File: config.mk
export PLATFORM = sky130hd
export DESIGN_NAME = branch_predictor
export DESIGN_NICKNAME = d
export VERILOG_FILES = /design/src/rtl/bp_pkg.sv /design/src/rtl/sat_counter.sv /design/src/rtl/branch_predictor.sv
export SDC_FILE = /design/constraint.sdc
export NUM_CORES = 2
export LEC_CHECK = 0
export CORE_MARGIN = 3
export CORE_UTILIZATION = 50
export DETAILED_ROUTE_END_ITERATION = 10
export PLACE_DENSITY = 0.68
export SLEW_MARGIN = 40
export SYNTH_ARGS = -nofsm -noshare
export SYNTH_HDL_FRONTEND = slang
export SYNTH_SLANG_ARGS = --single-unit
File: constraint.sdc
create_clock -name clk -period 5.3 [get_ports clk]
set_input_delay 0.795 -clock clk [delete_from_list [all_inputs] [get_ports clk]]
set_output_delay 0.795 -clock clk [all_outputs]
set_load 0.02 [all_outputs]
File: src/rtl/bp_pkg.sv
// Shared constants and helpers for the branch predictor.
//   - Default parameter values (XLEN, ENTRIES, CNT_W).
//   - Index/tag width functions derived from the PC width and table size.
//   - Saturating-counter encodings (weakly taken / weakly not taken).
package bp_pkg;

  localparam int XLEN_DEF    = 32;
  localparam int ENTRIES_DEF = 16;
  localparam int CNT_W_DEF   = 2;
  localparam int CNT_W_MAX   = 4;

  // PC bits [1:0] are always dropped, so the index sits at [IW+1:2].
  function automatic int idx_w(input int entries);
    return $clog2(entries);
  endfunction

  function automatic int tag_w(input int xlen, input int entries);
    return xlen - $clog2(entries) - 2;
  endfunction

  // Weakly taken: MSB set, remaining bits clear.
  function automatic logic [CNT_W_MAX-1:0] cnt_weak_taken(input int w);
    return CNT_W_MAX'(1) << (w - 1);
  endfunction

  // Weakly not taken: MSB clear, remaining bits set (one below weakly taken).
  function automatic logic [CNT_W_MAX-1:0] cnt_weak_not_taken(input int w);
    return cnt_weak_taken(w) - CNT_W_MAX'(1);
  endfunction

endpackage

File: src/rtl/sat_counter.sv
// Saturating up/down counter next-state logic (purely combinational).
// Ports:
//   cnt       - current counter value
//   inc       - 1: count up (taken), 0: count down (not taken)
//   force_max - jump to all-ones regardless of inc (unconditional jumps)
//   nxt       - next counter value, saturating at all-ones and zero
module sat_counter #(
  parameter int CNT_W = bp_pkg::CNT_W_DEF
) (
  input  logic [CNT_W-1:0] cnt,
  input  logic             inc,
  input  logic             force_max,
  output logic [CNT_W-1:0] nxt
);

  localparam logic [CNT_W-1:0] MAX = '1;

  always_comb begin
    nxt = cnt;
    if (force_max)       nxt = MAX;
    else if (inc) begin
      if (cnt != MAX)    nxt = cnt + CNT_W'(1);
    end else if (cnt != '0) nxt = cnt - CNT_W'(1);
  end

endmodule

File: src/rtl/branch_predictor.sv
// Direct-mapped BTB + bimodal BHT branch predictor.
// Lookup is combinational on pc_f against current table state (no bypass of
// a same-cycle update). Updates are written on the rising clock edge.
// Ports:
//   clk, rstn                 - clock, async active-low reset
//   pc_f                      - fetch PC to predict
//   pred_hit/taken/target     - lookup result (target = pc_f+4 unless taken)
//   upd_*                     - resolved control-flow instruction
//   stat_upd, stat_miss       - update / mispredict counters
// Optional feature: define BP_STATS_EN to build the saturating statistic
// counters; otherwise both stat outputs are tied to zero.
module branch_predictor
  import bp_pkg::*;
#(
  parameter int XLEN    = XLEN_DEF,
  parameter int ENTRIES = ENTRIES_DEF,
  parameter int CNT_W   = CNT_W_DEF
) (
  input  logic            clk,
  input  logic            rstn,
  input  logic [XLEN-1:0] pc_f,
  output logic            pred_hit,
  output logic            pred_taken,
  output logic [XLEN-1:0] pred_target,
  input  logic            upd_valid,
  input  logic [XLEN-1:0] upd_pc,
  input  logic            upd_taken,
  input  logic [XLEN-1:0] upd_target,
  input  logic            upd_is_jmp,
  input  logic            upd_mispred,
  output logic [31:0]     stat_upd,
  output logic [31:0]     stat_miss
);

  localparam int IW = idx_w(ENTRIES);
  localparam int TW = tag_w(XLEN, ENTRIES);
  localparam logic [CNT_W-1:0] CNT_WT  = CNT_W'(cnt_weak_taken(CNT_W));
  localparam logic [CNT_W-1:0] CNT_WNT = CNT_W'(cnt_weak_not_taken(CNT_W));

  logic [ENTRIES-1:0]                 valid;
  logic [ENTRIES-1:0][TW-1:0]         tag;
  logic [ENTRIES-1:0][XLEN-1:0]       tgt;
  logic [ENTRIES-1:0][CNT_W-1:0]      cnt;

  // ---------------- lookup ----------------
  logic [IW-1:0] f_idx;
  logic [TW-1:0] f_tag;

  assign f_idx       = pc_f[IW+1:2];
  assign f_tag       = pc_f[XLEN-1:IW+2];
  assign pred_hit    = valid[f_idx] && (tag[f_idx] == f_tag);
  assign pred_taken  = pred_hit && cnt[f_idx][CNT_W-1];
  assign pred_target = pred_taken ? tgt[f_idx] : pc_f + XLEN'(4);

  // ---------------- update ----------------
  logic [IW-1:0]    u_idx;
  logic [TW-1:0]    u_tag;
  logic             u_hit;
  logic             u_force;
  logic [CNT_W-1:0] cnt_nxt;

  assign u_idx   = upd_pc[IW+1:2];
  assign u_tag   = upd_pc[XLEN-1:IW+2];
  assign u_hit   = valid[u_idx] && (tag[u_idx] == u_tag);
  assign u_force = upd_is_jmp && upd_taken;

  sat_counter #(.CNT_W(CNT_W)) u_sat (
    .cnt       (cnt[u_idx]),
    .inc       (upd_taken),
    .force_max (u_force),
    .nxt       (cnt_nxt)
  );

  always_ff @(posedge clk or negedge rstn) begin
    if (!rstn) begin
      valid <= '0;
      tag   <= '0;
      tgt   <= '0;
      cnt   <= {ENTRIES{CNT_WNT}};
    end else if (upd_valid) begin
      if (u_hit) begin
        cnt[u_idx] <= cnt_nxt;
        if (upd_taken) tgt[u_idx] <= upd_target;
      end else if (upd_taken) begin
        // Allocate, overwriting whatever aliased entry lived at this index.
        valid[u_idx] <= 1'b1;
        tag[u_idx]   <= u_tag;
        tgt[u_idx]   <= upd_target;
        cnt[u_idx]   <= u_force ? '1 : CNT_WT;
      end
    end
  end

  // Low PC bits never participate in indexing.
  logic pc_lsb_unused;
  assign pc_lsb_unused = ^{pc_f[1:0], upd_pc[1:0]};

  // ---------------- statistics ----------------
`ifdef BP_STATS_EN
  logic [31:0] upd_cnt, miss_cnt;

  always_ff @(posedge clk or negedge rstn) begin
    if (!rstn) begin
      upd_cnt  <= '0;
      miss_cnt <= '0;
    end else begin
      if (upd_valid && upd_cnt != '1)                  upd_cnt  <= upd_cnt + 32'd1;
      if (upd_valid && upd_mispred && miss_cnt != '1)  miss_cnt <= miss_cnt + 32'd1;
    end
  end

  assign stat_upd  = upd_cnt;
  assign stat_miss = miss_cnt;
`else
  logic stats_unused;
  assign stats_unused = upd_mispred;
  assign stat_upd     = '0;
  assign stat_miss    = '0;
`endif

endmodule

==> metrics.txt <==
Total GRT Usage 27.6%; CTS buffer count 106; CTS sink cnt 976; maximum clock frequency 0.195 GHz; hold_buf cts 0; final setup vio count 0; post-CTS setup buffer count 0; cell row count 115; WL/cell 29.7 µm; nets@finish 3458; drt via density 6.39; TritonCTS clock tree yes; WP data required 4.51 ns; largest family of logic cells by synthesized area multiplexers; Post-synth top flop dfrtp_1; status complete, no violations; core area 98600 µm²; P&R area growth vs syn 14.6%; worst slew pin tran 0.879 ns; Final Hold Viols 0; critical path's slowest cell mux4_2; Port Buf Inserts 132; unrepaired setup endpoints after global routing false; clock buffer depth 3; synthesized instance count 3212; Pleak 24.7 nW; Post-Synth Adder-Cell Area 0.0251%; XOR/XNOR share of the synthesized area 1.41%; HPWL after detailed placement 90.8 mm; largest net degree at the start of global routing 115; syn_area_per_cell 15.5 µm²; fin crit period 5.13 ns; Initial Utilization 50.6%; Layout Skew 0.0328 ns; top cell type by total area after synthesis dfrtp_1; Fin Hold WS 0.0562 ns; Async S/R FF share, synth 100%; post-synthesis compound-gate area fraction 1.75%; critical path fanouts, max 34; io pins 200; Post-Syn Area 49900 µm²; die width 322 µm; Iter 0 DRT Violations 2741; Largest stage delay, worst path 0.57 ns; Worst-path clk slew 0.05 ns; Commonest cells post-synth 960 x dfrtp_1, 938 x mux2_2, 404 x mux4_2, 144 x clkbuf_1, 90 x buf_4; RePlAce Congestion 0.899; Worst EP arrival 4.33 ns; Worst-Skew Late Latency 0.71 ns; Post-synth EDFFs 0; Max Slew Vio Count 0; Synth Area in Simple Gates 3.04%; first-pass GRT wire length 212 mm; distinct cell type count after synthesis 73; H-tree levels 3; antenna violations before repair 6; vias in the first global route 32600; Seq cells post-synth 976; worst hold path type primary input to async pin; Power Total 21.9 mW; worst path cell trace buf_8 > buf_12 > buf_4 > mux4_2 > mux4_2 > xnor2_1 > nand4_1 > nor4_2 > buf_4 > and3_2 > buf_12 > mux2_2 > dlygate4sd2_1; Final TNS setup 0 ns; power per cell area 382 nW/µm²; share of the clock period used by the worst path 96.8%; Buf+Inv Stages, Crit Path 6; DIE AREA 104000 µm²; DRC 0; Ys Warns 0; mux contribution to synthesized area 40.8%; top cells by area, synth dfrtp_1 48%, mux2_2 21%, mux4_2 18%; Worst VDD drop 0.283 mV; GR Overflow Total 0; Yosys top cell area share 48.2%; Die H 322 µm; CTS root buffer clkbuf_16; register area share after synthesis 49.0%; Total Wirelength 140 mm; drt pass-1 iters 5; layout cells sized above 1 52.3%; CP Capture Type output pin; Setup crit start kind primary input; Max-Cap Viols 0; Worst slew margin 41.3%; top-count cell post-synth dfrtp_1; via count 30200; kind of critical path primary input to output pin; crit-path leading delay family multiplexers; Detail Route Antenna Nets 0
==> sequential cells by signal, indices dropped and copies added, names as in the netlist <==
register  count
tag         416
cnt          32
valid        16
tgt         512
==> through the flow <==
step	instance area [µm²]	worst slack, ns	cells	utilization [%]
global route	57100	0.00171	4733	58.0
finish	57100	0.172	4734	58.0
floorplan	50100	0.161	3275	-
detailed placement	53400	-0.0503	4532	54.1
CTS	57000	0.00460	4730	57.9
global placement	53400	-0.191	4532	54.1
==> cells in the final DEF (no fill, tap or decap), drive strengths merged, types with 3 or more instances in the layout <==
| cell type | instances |
|---|---|
| xnor2 | 50 |
| a21oi | 6 |
| o21ai | 36 |
| dlygate4sd2 | 16 |
| dlymetal6s2s | 17 |
| inv | 14 |
| o32a | 17 |
| mux4 | 405 |
| and2 | 5 |
| nand2b | 23 |
| o21a | 8 |
| xor2 | 30 |
| clkinv | 23 |
| nor2 | 44 |
| a22o | 6 |
| nand3b | 3 |
| a31oi | 7 |
| and4 | 3 |
| conb | 64 |
| nand3 | 31 |
| mux2 | 938 |
| bufinv | 7 |
| buf | 208 |
| a22oi | 16 |
| nor3 | 23 |
| nand2 | 76 |
| mux2i | 65 |
| nand4 | 13 |
| clkdlybuf4s50 | 89 |
| nor3b | 3 |
| nor2b | 11 |
| clkbuf | 161 |
| dfrtp | 960 |
| dfstp | 16 |
| nor4 | 5 |
| and3 | 9 |
| or2 | 4 |
==> power by group <==
group / internal (mW) / switching [mW]
Clock: 4.56 / 3.10
Sequential: 8.95 / 0.913
Combinational: 2.58 / 1.75
==> logic make-up (layout without fill, tap and decap cells) <==
| kind of cell | Yosys count | count (layout) |
|---|---|---|
| AOI/OAI and AO/OA | 119 | 119 |
| and+or+nand+nor | 260 | 260 |
| xor gates and xnor gates | 80 | 80 |
| other | 1 | 66 |
| DFF | 976 | 976 |
| buffers and inverters | 367 | 537 |
| adders and majority gates | 1 | 1 |
| muxes | 1408 | 1408 |
==> metal layers <==
layer	up-vias	global-route usage [%]	routed length, µm	share of wire [%]
met2	1142	43.9	67200	48
li1	12400	-	-	-
met3	293	5.54	9680	6.9
met1	16400	38.1	58600	42
met4	4	9.57	4900	3.5
met5	-	0	28	0.020
==> area by class of cell <==
cell class,count,area [µm²]
antenna,2,5.00
tap,1287,1610
multi-input combinational,1932,23800
timing repair buffer,330,3540
clock inverter,37,467
inverter,9,33.8
clock buffer,161,3230
fill,7468,41400
sequential,976,24400
==> path summary, 6_finish.rpt <==
| check | startpoint | endpoint | slack, ns | cells after the start |
|---|---|---|---|---|
| setup / recovery | pc_f[2] | pred_target[0] | 0.17 | 13 |
| hold / removal | rstn | tag[29]$_DFFE_PN0P_ | 0.06 | 1 |
| setup reg to reg | tag[132]$_DFFE_PN0P_ | tag[44]$_DFFE_PN0P_ | 1.06 | 10 |
| hold reg to reg | valid[10]$_DFFE_PN0P_ | valid[10]$_DFFE_PN0P_ | 0.48 | 1 |
| max in group asynchronous | rstn | tag[101]$_DFFE_PN0P_ | 3.79 | 3 |
| min in group clk | valid[10]$_DFFE_PN0P_ | valid[10]$_DFFE_PN0P_ | 0.48 | 1 |
==> timing repair <==
item                       in CTS  in global routing
gates resized for setup        16                 19
setup endpoints to repair      16                 29
pin swaps                       0                  1
Note: power is estimated with default switching activity, not from simulation.
